### config.mk
export PLATFORM = sky130hd
export DESIGN_NAME = i2c_reg_sequencer
export DESIGN_NICKNAME = d
export VERILOG_FILES = /design/src/rtl/i2c_reg_sequencer.sv
export SDC_FILE = /design/constraint.sdc
export NUM_CORES = 1
export LEC_CHECK = 0
export CORE_MARGIN = 2
export CORE_UTILIZATION = 50
export DETAILED_ROUTE_END_ITERATION = 10
export MAX_ROUTING_LAYER = met4
export PLACE_DENSITY = 0.79
export SYNTH_ARGS = -nofsm -noshare
export SYNTH_HDL_FRONTEND = slang
export SYNTH_SLANG_ARGS = --single-unit
### constraint.sdc
create_clock -name clock -period 3.4 [get_ports clock]
set_input_delay 0.34 -clock clock [delete_from_list [all_inputs] [get_ports clock]]
set_output_delay 0.34 -clock clock [all_outputs]
set_load 0.1 [all_outputs]
### src/rtl/i2c_reg_sequencer.sv
// -----------------------------------------------------------------------------
// i2c_reg_sequencer
//
// Command-level sequencer for the I2C_Phy master. A single register-access
// request (7-bit device, 8-bit register, 0..MAX_BYTES data bytes) becomes a
// series of Phy handshake ops: Clear / EnQ / ReadCountSet / Write / Read / DeQ.
// A read is a pointer write (device + register) followed by a repeated
// transaction that reads the bytes back.
//
// Handshake (valid/ready style, one op at a time):
//   ASSERT  - exactly one phy_* strobe is high, phy_din is stable, until
//             phy_ack is seen high.
//   RELEASE - every strobe is low until phy_ack is seen low. The next op's
//             strobe rises on the cycle after that.
//   Each phase may last at most ACK_TIMEOUT clocks; when that runs out the
//   strobe drops and the access completes with rsp_err = rsp_timeout = 1.
//   Command side: cmd_valid & cmd_ready accepts a request; cmd_ready is high
//   only while idle. rsp_valid pulses for one clock at completion.
//
// Ports:
//   clock, reset            system clock, synchronous active-high reset
//   cmd_valid / cmd_ready   request handshake
//   cmd_rnw                 1 = read, 0 = write
//   cmd_dev, cmd_reg        slave address, register address
//   cmd_len                 byte count 0..MAX_BYTES
//   cmd_wdata               write data, low cmd_len bytes, MS byte sent first
//   rsp_valid               one-cycle completion pulse
//   rsp_err, rsp_timeout    error / timeout cause, held until next accept
//   rsp_rdata               read data, right-aligned, first byte most significant
//   phy_clear .. phy_read   registered Phy op strobes
//   phy_din                 Phy DataIn (device / register / data / read count)
//   phy_dout                Phy DataOut, captured on each DeQ ack
//   phy_ack, phy_nack       Phy handshake acknowledge and slave Nack
//   dbg_state, dbg_release  current FSM state and handshake phase
// -----------------------------------------------------------------------------
module i2c_reg_sequencer #(
   parameter int MAX_BYTES   = 4,
   parameter int ACK_TIMEOUT = 1048576
) (
   input  logic                   clock,
   input  logic                   reset,
   input  logic                   cmd_valid,
   output logic                   cmd_ready,
   input  logic                   cmd_rnw,
   input  logic [6:0]             cmd_dev,
   input  logic [7:0]             cmd_reg,
   input  logic [2:0]             cmd_len,
   input  logic [8*MAX_BYTES-1:0] cmd_wdata,
   output logic                   rsp_valid,
   output logic                   rsp_err,
   output logic                   rsp_timeout,
   output logic [8*MAX_BYTES-1:0] rsp_rdata,
   output logic                   phy_clear,
   output logic                   phy_enq,
   output logic                   phy_deq,
   output logic                   phy_rcset,
   output logic                   phy_write,
   output logic                   phy_read,
   output logic [7:0]             phy_din,
   input  logic [7:0]             phy_dout,
   input  logic                   phy_ack,
   input  logic                   phy_nack,
   output logic [3:0]             dbg_state,
   output logic                   dbg_release
);

   localparam int TW = (ACK_TIMEOUT > 1) ? $clog2(ACK_TIMEOUT) : 1;
   localparam logic [TW-1:0] TMAX = TW'(ACK_TIMEOUT - 1);

   typedef enum logic [3:0] {
      S_IDLE  = 4'd0,
      S_CLR   = 4'd1,
      S_EDEV  = 4'd2,
      S_EREG  = 4'd3,
      S_EDAT  = 4'd4,
      S_WGO   = 4'd5,
      S_RCLR  = 4'd6,
      S_REDEV = 4'd7,
      S_RSET  = 4'd8,
      S_RGO   = 4'd9,
      S_DEQ   = 4'd10,
      S_DONE  = 4'd11
   } state_t;

   // strobe vector bit positions
   localparam int B_CLR = 0;
   localparam int B_ENQ = 1;
   localparam int B_DEQ = 2;
   localparam int B_RCS = 3;
   localparam int B_WR  = 4;
   localparam int B_RD  = 5;

   state_t                 state_q, state_d;
   logic                   release_q, release_d;
   logic [TW-1:0]          tmr_q, tmr_d;
   logic [2:0]             cnt_q, cnt_d;
   logic                   rnw_q, rnw_d;
   logic [6:0]             dev_q, dev_d;
   logic [7:0]             reg_addr_q, reg_addr_d;
   logic [2:0]             len_q, len_d;
   logic [8*MAX_BYTES-1:0] wdata_q, wdata_d;
   logic [8*MAX_BYTES-1:0] rdata_q, rdata_d;
   logic                   err_q, err_d;
   logic                   to_q, to_d;
   logic                   rsp_valid_q, rsp_valid_d;
   logic [5:0]             strobe_q, strobe_d;
   logic [7:0]             din_q, din_d;

   logic                   illegal;
   logic                   op_end;
   logic                   timeout_hit;
   logic [2:0]             cnt_dec;
   logic [2:0]             byte_idx;
   logic [7:0]             data_byte;

   assign illegal = (int'(cmd_len) > MAX_BYTES) || (cmd_rnw && (cmd_len == 3'd0));
   assign cnt_dec = cnt_q - 3'd1;

   always_ff @(posedge clock) begin
      if (reset) begin
         state_q     <= S_IDLE;
         release_q   <= 1'b0;
         tmr_q       <= '0;
         cnt_q       <= '0;
         rnw_q       <= 1'b0;
         dev_q       <= '0;
         reg_addr_q  <= '0;
         len_q       <= '0;
         wdata_q     <= '0;
         rdata_q     <= '0;
         err_q       <= 1'b0;
         to_q        <= 1'b0;
         rsp_valid_q <= 1'b0;
         strobe_q    <= '0;
         din_q       <= '0;
      end else begin
         state_q     <= state_d;
         release_q   <= release_d;
         tmr_q       <= tmr_d;
         cnt_q       <= cnt_d;
         rnw_q       <= rnw_d;
         dev_q       <= dev_d;
         reg_addr_q  <= reg_addr_d;
         len_q       <= len_d;
         wdata_q     <= wdata_d;
         rdata_q     <= rdata_d;
         err_q       <= err_d;
         to_q        <= to_d;
         rsp_valid_q <= rsp_valid_d;
         strobe_q    <= strobe_d;
         din_q       <= din_d;
      end
   end

   always_comb begin
      state_d     = state_q;
      release_d   = release_q;
      tmr_d       = tmr_q;
      cnt_d       = cnt_q;
      rnw_d       = rnw_q;
      dev_d       = dev_q;
      reg_addr_d  = reg_addr_q;
      len_d       = len_q;
      wdata_d     = wdata_q;
      rdata_d     = rdata_q;
      err_d       = err_q;
      to_d        = to_q;
      op_end      = 1'b0;
      timeout_hit = 1'b0;

      case (state_q)
         S_IDLE: begin
            release_d = 1'b0;
            tmr_d     = '0;
            if (cmd_valid) begin
               rnw_d      = cmd_rnw;
               dev_d      = cmd_dev;
               reg_addr_d = cmd_reg;
               len_d      = cmd_len;
               cnt_d      = cmd_len;
               wdata_d    = cmd_wdata;
               rdata_d    = '0;
               to_d       = 1'b0;
               err_d      = illegal;
               state_d    = illegal ? S_DONE : S_CLR;
            end
         end

         S_DONE: begin
            release_d = 1'b0;
            tmr_d     = '0;
            state_d   = S_IDLE;
         end

         default: begin
            if (!release_q) begin
               if (phy_ack) begin
                  release_d = 1'b1;
                  tmr_d     = '0;
                  if (state_q == S_DEQ)
                     rdata_d = {rdata_q[8*MAX_BYTES-9:0], phy_dout};
               end else if (tmr_q == TMAX) begin
                  timeout_hit = 1'b1;
               end else begin
                  tmr_d = tmr_q + TW'(1);
               end
            end else begin
               if (!phy_ack) begin
                  op_end = 1'b1;
               end else if (tmr_q == TMAX) begin
                  timeout_hit = 1'b1;
               end else begin
                  tmr_d = tmr_q + TW'(1);
               end
            end

            if (timeout_hit) begin
               state_d   = S_DONE;
               release_d = 1'b0;
               tmr_d     = '0;
               err_d     = 1'b1;
               to_d      = 1'b1;
            end

            if (op_end) begin
               release_d = 1'b0;
               tmr_d     = '0;
               case (state_q)
                  S_CLR:   state_d = S_EDEV;
                  S_EDEV:  state_d = S_EREG;
                  // reads never enqueue data here; len only counts DeQs for them
                  S_EREG:  state_d = (!rnw_q && cnt_q != 3'd0) ? S_EDAT : S_WGO;
                  S_EDAT: begin
                     cnt_d   = cnt_dec;
                     state_d = (cnt_dec == 3'd0) ? S_WGO : S_EDAT;
                  end
                  S_WGO: begin
                     if (phy_nack) begin
                        err_d   = 1'b1;
                        state_d = S_DONE;
                     end else begin
                        state_d = rnw_q ? S_RCLR : S_DONE;
                     end
                  end
                  S_RCLR:  state_d = S_REDEV;
                  S_REDEV: state_d = S_RSET;
                  S_RSET:  state_d = S_RGO;
                  S_RGO: begin
                     if (phy_nack) begin
                        err_d   = 1'b1;
                        state_d = S_DONE;
                     end else begin
                        state_d = S_DEQ;
                     end
                  end
                  S_DEQ: begin
                     cnt_d   = cnt_dec;
                     state_d = (cnt_dec == 3'd0) ? S_DONE : S_DEQ;
                  end
                  default: state_d = S_IDLE;
               endcase
            end
         end
      endcase
   end

   // Data byte for S_EDAT: byte (cnt-1) of the latched write data, so the
   // most significant of the low len bytes goes out first.
   always_comb begin
      byte_idx  = cnt_d - 3'd1;
      data_byte = '0;
      for (int i = 0; i < MAX_BYTES; i++) begin
         if (byte_idx == 3'(i))
            data_byte = wdata_d[8*i +: 8];
      end
   end

   // Strobes and DataIn are registered: they are decoded from the state the
   // FSM enters on this edge, so they change together with the state.
   always_comb begin
      strobe_d    = '0;
      din_d       = '0;
      rsp_valid_d = (state_d == S_DONE);
      if (!release_d) begin
         case (state_d)
            S_CLR, S_RCLR: strobe_d[B_CLR] = 1'b1;
            S_EDEV, S_REDEV: begin
               strobe_d[B_ENQ] = 1'b1;
               din_d           = {1'b0, dev_d};
            end
            S_EREG: begin
               strobe_d[B_ENQ] = 1'b1;
               din_d           = reg_addr_d;
            end
            S_EDAT: begin
               strobe_d[B_ENQ] = 1'b1;
               din_d           = data_byte;
            end
            S_WGO: strobe_d[B_WR] = 1'b1;
            S_RSET: begin
               strobe_d[B_RCS] = 1'b1;
               din_d           = {5'b0, len_d};
            end
            S_RGO: strobe_d[B_RD]  = 1'b1;
            S_DEQ: strobe_d[B_DEQ] = 1'b1;
            default: strobe_d = '0;
         endcase
      end
   end

   assign cmd_ready   = (state_q == S_IDLE);
   assign rsp_valid   = rsp_valid_q;
   assign rsp_err     = err_q;
   assign rsp_timeout = to_q;
   assign rsp_rdata   = rdata_q;
   assign phy_clear   = strobe_q[B_CLR];
   assign phy_enq     = strobe_q[B_ENQ];
   assign phy_deq     = strobe_q[B_DEQ];
   assign phy_rcset   = strobe_q[B_RCS];
   assign phy_write   = strobe_q[B_WR];
   assign phy_read    = strobe_q[B_RD];
   assign phy_din     = din_q;
   assign dbg_state   = state_q;
   assign dbg_release = release_q;

endmodule

=== After elaboration in Yosys (flattened, before gate mapping) ===
Index checks and enable logic that the tools add are counted.

* Register bits: 128
* Input bits: 64

* Add/sub/neg operators: 3
* $lt $le $gt $ge: 1
* Equality and inequality tests: 29
* Mux-type cells: 66
* Bitwise gates (word level): 1
* Reduce and logical (&&, ||, !) cells: 24

{| class="wikitable"
|+ Operators by type and width
! cell !! count
|-
| $mux W32 || 6
|-
| $mux W20 || 4
|-
| $pmux W32 S2 || 1
|-
| $mux W8 || 6
|-
| $pmux W4 S10 || 1
|-
| $eq A4 B3 Y1 const B || 8
|-
| $eq A4 B4 Y1 const B || 8
|-
| $pmux W8 S4 || 1
|-
| $mux W1 || 30
|-
| $mux W4 || 6
|-
| $add A20 B1 Y20 const B || 1
|-
| $eq A20 B20 Y1 const B || 1
|-
| $eq A4 B2 Y1 const B || 4
|-
| $mux W3 || 5
|-
| $mux W7 || 2
|-
| $reduce_or A2 Y1 || 6
|-
| $logic_not A3 Y1 || 3
|-
| $eq A4 B1 Y1 const B || 2
|-
| $pmux W4 S2 || 1
|-
| $eq A3 B2 Y1 const B || 2
|-
| $ne A2 B2 Y1 const B || 3
|-
| $pmux W3 S2 || 1
|-
| $reduce_bool A2 Y1 || 3
|-
| $sub A3 B1 Y3 const B || 2
|-
| other kinds (14) || 17
|}

=== Longest topological paths before layout ===
* Word-level depth: 12
* Mapped depth: 13
* Gate-level depth less buffers: 10

=== Worst setup path before layout ===
Ideal clock, no wire load.

* Path kind: flip-flop to flip-flop
* Start point: register state_q[1] (netlist: dbg_state[1])
* End point: register din_q[1] (netlist: phy_din[1])
* Arrival time: 3.233 ns
* Required time: 3.262 ns
* Setup slack: 0.029 ns
* Stages on the path, launching flop included: 13
* Clock period less this slack: 3.371 ns
* Cell sequence: dfxtp_1 > buf_6 > or4_4 > buf_6 > inv_4 > and2_1 > buf_4 > buf_2 > buf_2 > mux2i_1 > nor2_1 > o31ai_1 > o221ai_1

* Elaborated cells on any way between the ends: 44
* Classes of those cells: add/sub: 1; eq/ne: 19; mux: 18; reduce/logical: 6

{| class="wikitable"
|+ RTL lines
! item !! line !! RTL
|-
| from (decl) || 93 || <nowiki>state_t state_q, state_d;</nowiki>
|-
| from (signal assigned) || 137 || <nowiki>state_q <= state_d;</nowiki>
|-
| $logic_not A4 Y1 * || - ||
|-
| via cmd_ready || 43 || <nowiki>output logic cmd_ready,</nowiki>
|-
| $pmux W3 S2 || 171 || <nowiki>case (state_q)</nowiki>
|-
| $sub A3 B1 Y3 || 270 || <nowiki>byte_idx = cnt_d - 3'd1;</nowiki>
|-
| $logic_not A3 Y1 || 273 || <nowiki>if (byte_idx == 3'(i))</nowiki>
|-
| $mux W8 (4 in series) || 273 ||
|-
| $pmux W8 S4 || 285 || <nowiki>case (state_d)</nowiki>
|-
| to (signal assigned) || 151 || <nowiki>din_q <= din_d;</nowiki>
|-
| to (decl) || 107 || <nowiki>logic [7:0] din_q, din_d;</nowiki>
|}

The timed path passes the listed nets; every way through them passes the cells marked *.
A chain may end at the register's enable or synchronous reset.

=== Worst setup path after layout ===
* Start point: register state_q[1] (netlist: dbg_state[1])
* End point: register din_q[7] (netlist: phy_din[7])

* Longest elaborated chain between the ends: 12
* Elaborated cells on any way between the ends: 42
* Classes of those cells: add/sub: 1; eq/ne: 19; mux: 16; reduce/logical: 6

{| class="wikitable"
|+ RTL lines
! item !! line !! RTL
|-
| $eq A4 B4 Y1 / $eq A4 B3 Y1 (equally long branches) || 228 || <nowiki>case (state_q)</nowiki>
|-
| $reduce_or A2 Y1 (no source line) || - ||
|-
| $mux W3 || 228 ||
|-
| $mux W3 || 225 || <nowiki>if (op_end) begin</nowiki>
|-
| $pmux W3 S2 || 171 ||
|-
| $sub A3 B1 Y3 || 270 ||
|-
| $logic_not A3 Y1 || 273 ||
|-
| $mux W8 (4 in series) || 273 ||
|-
| $pmux W8 S4 || 285 ||
|}

Several ways; a longest one is shown, not always the timed one.

==> flow_summary.yaml <==
floorplanning:
  placementRows: 39
  die_h_um: 110.8
  num_io_pins: 119
  die_width_um: 110.8
  start_util_pct: 50.63
  fp.coreArea_um2: 11270
  die_area_um2: 12280
sta:
  setup-violations-final: 0
  setup_ws_ps: 261.0
  max_slew_margin_pct: 32.79
  worst_pin_slew_ps: 1005
  period_minus_slack_ps: 3139
  post-route-period-util_pct: 92.32
  hold_viol: 0
  unrepaired_setup_endpoints_after_global_routing: "no"
  clock.fmax_ghz: 0.3186
  fin_tns_setup_ps: 0
  clock-skew-final_ps: 7.564
  drv_slew: 0
grt:
  globalRoute.totalOverflow: 0
  grt_pass1_vias: 5251
  antenna_found_initial: 0
  grt_first_pass_wirelength_um: 25390
  groute.usage.overall_pct: 26.27
  grt_start_max_net_pins: 70
cts:
  cts_buffer_depth: 2
  cts_made_buffers: 17
  cts_tree: "yes"
  postCtsSetupRepairBufs: 0
  clk_root_buffer_cell: "sky130_fd_sc_hd__clkbuf_16"
  post_cts_hold_buffer_count: 0
  cts.repair.resized: 0
  clock-sinks: 128
  ctsHtreeMaxLevel: 4
  worst_setup_hold_path_clk_slew_ps: 60
  clock_insertion_delay_worst_skew_ps: 420
min_path:
  worst_hold_path.endpoint: "rsp_rdata[24]"
  holdCritPathClass: "primary input to register"
  worst_hold_path.num_cells: 2
  hold_path_startpoint: "reset"
worst_setup_path:
  worstRegToRegCells: 10
  worstSetupEndpointType: "register"
  r2r_end: "phy_din[7]"
  r2r-start: "dbg_state[1]"
  setup.reg_to_reg.worst_slack_ps: 260
  cp-startpoint: "dbg_state[1]"
  worst-endpoint-required_ps: 3740
  type_of_origin_of_the_critical_path: "register"
  criticalPathCategory: "register to register"
  worst-path-max-fanout: 18
  timing.critical_path.arrival_ps: 3480
finish:
  postLayoutCellArea_um2: 7604
  post-route-util_pct: 67.45
  final_layout_size_suffix_gt1_share_pct: 9.000
  insertedDiodeCount: 0
  nFillCells: 917
  fin_nets: 855
  synthToLayoutAreaGrowth_pct: 33.24
detailed_routing:
  via_per_inst: 5.689
  drt.antenna.violating_nets: 0
  route.detailed.drc: 0
  initialDrtViolationCount: 385
  routed-via-count: 5365
  totalWireLength_um: 15860
  drt_first_pass_iters: 5
  route.detailed.wl_per_inst_um: 16.82
place:
  detailed_place_hpwl_um: 11450
  io_buffer_count: 118
  placed_cell_area_um2: 6965
  routabilityCongestion: 0.8937
  pre_cts_slack_ps: 259.9
synth:
  synth_seq_cells: 128
  synth_compound_gate_area_share_pct: 17.21
  main_combinational_cell_family_by_area_after_synthesis: "simple AND/OR/NAND/NOR gates"
  post_synth_xor_area_fraction_pct: 2.456
  ys_types: 72
  yosys_warnings: 0
  synth-main-ff-cell: "sky130_fd_sc_hd__dfxtp_1"
  synth_sequential_area_ratio_pct: 44.90
  synth-async-reset-ratio_pct: 0
  postSynthNetCount: 746
  synth-simple-area-share_pct: 24.16
  post_synth_mux_area_share_pct: 6.336
  syn_avg_cell_area_um2: 8.417
  post_synth_instance_area_um2: 5707
  post_synth_inst_count: 678
  synth_enable_flop_cells: 0
  synth_fa_ha_area_share_pct: 0.8770
job:
  cap_violations: 0
run_status:
  outcome: "complete, no violations"
power_and_ir_drop:
  report.power.total_w: 0.004358
  pwr_density_cell_nw_per_um2: 573.2
  total_leakage_power_nw: 2.764
  peakVddDrop_uv: 394.5
[kinds of logic (layout without fill, tap and decap cells)]
logic type	Yosys count	count (layout)
buffers and inverters	52	174
XOR/XNOR	16	16
multiplexers	36	36
AO/OA/AOI/OAI	150	150
flip-flops	128	128
adder cells (fa/ha/maj)	4	4
AND/OR/NAND/NOR	292	292
[synthesized netlist by cell type (4+ instances only)]
cell,instances,area [µm²]
sky130_fd_sc_hd__o21a_1,8,60.06
sky130_fd_sc_hd__a21oi_1,74,370.4
sky130_fd_sc_hd__nand2_1,93,349.1
sky130_fd_sc_hd__and2_1,5,31.28
sky130_fd_sc_hd__nand2b_1,5,31.28
sky130_fd_sc_hd__and3_1,10,62.56
sky130_fd_sc_hd__o221ai_1,7,61.31
sky130_fd_sc_hd__xnor2_1,7,61.31
sky130_fd_sc_hd__nand4_1,4,25.02
sky130_fd_sc_hd__nor3_1,14,70.07
sky130_fd_sc_hd__buf_2,8,40.04
sky130_fd_sc_hd__xor2_1,9,78.83
sky130_fd_sc_hd__nor2_1,80,300.3
sky130_fd_sc_hd__or3_1,5,31.28
sky130_fd_sc_hd__nand3_1,48,240.2
sky130_fd_sc_hd__o21ai_0,12,60.06
sky130_fd_sc_hd__mux2i_1,35,350.3
sky130_fd_sc_hd__inv_1,10,37.54
sky130_fd_sc_hd__or2_1,4,25.02
sky130_fd_sc_hd__clkbuf_1,28,105.1
sky130_fd_sc_hd__dfxtp_1,128,2562
sky130_fd_sc_hd__ha_1,4,50.05
[placed cells by master (no fill, tap or decap), drive strengths merged, types with 5 or more instances in the layout]
cell and n:
a211oi 6, a21oi 76, and2 6, and3 10
buf 19, clkbuf 19, clkdlybuf4s50 112, clkinv 6
dfxtp 128, inv 12, mux2i 35, nand2 93
nand2b 5, nand3 49, nor2 80, nor3 14
o21a 9, o21ai 13, o221ai 7, or2 6
or3 5, xnor2 7, xor2 9
[worst max-delay path, cell delays in order (launching register included)]
cell	delay (ps)
sky130_fd_sc_hd__dfxtp_1	420
sky130_fd_sc_hd__or4_4	580
sky130_fd_sc_hd__inv_4	120
sky130_fd_sc_hd__and2_2	180
sky130_fd_sc_hd__buf_4	290
sky130_fd_sc_hd__nand2_1	140
sky130_fd_sc_hd__o21a_2	200
sky130_fd_sc_hd__nor2_1	350
sky130_fd_sc_hd__o21ai_0	260
sky130_fd_sc_hd__a211o_1	360
sky130_fd_sc_hd__a21oi_1	160
[worst max-delay path by stage]
| stage | end | cells past startpoint |
|---|---|---|
| 3_5_place_dp | phy_din[7] | 9 |
| 4_1_cts | phy_din[5] | 10 |
| 3_3_place_gp | phy_din[5] | 9 |
| 5_1_grt | phy_din[5] | 10 |
| 2_1_floorplan | phy_din[1] | 12 |
| 6_report | phy_din[7] | 10 |
[sequential cells by signal, summed over array words and instances, names as in the netlist, 4 cells and up]
name        cells
strobe_q        6
dbg_state       4
reg_addr_q      8
rsp_rdata      32
phy_din         8
dev_q           7
tmr_q          20
wdata_q        32
[area by class of cell]
type / instances / area [µm²] / area share (%)
multi-input cells: 498 / 2919 / 38.39
repair buffers: 131 / 1261 / 16.59
clock buffers: 19 / 452.9 / 5.957
clock inverters: 13 / 185.2 / 2.435
inverters: 11 / 43.79 / 0.5759
flip-flops and latches: 128 / 2562 / 33.70
well taps: 143 / 178.9 / 2.353
[routing by layer]
layer	vias up	global-route usage (%)	share of wire, %	wire [µm]
li1	2615	-	-	-
met1	2503	29.88	41	6487
met2	206	44.38	51	8036
met3	41	6.889	5.8	914
met4	0	10.25	2.7	424
met5	-	-	0	0
[where the power goes]
| part | leakage [nW] | internal [W] | switching [W] |
|---|---|---|---|
| sequential | 1.04 | 0.00158 | 0.0000386 |
| clock | 0.309 | 0.00127 | 0.000673 |
| combinational | 1.41 | 0.000270 | 0.000536 |
[stage by stage]
stage,hold WS [ps],std cells
5_1_grt,384.1,943
3_5_place_dp,448.2,911
6_report,376.4,943
4_1_cts,364.3,943
2_1_floorplan,413.0,678
3_3_place_gp,427.9,911
Power figures use the tool's default switching activity.
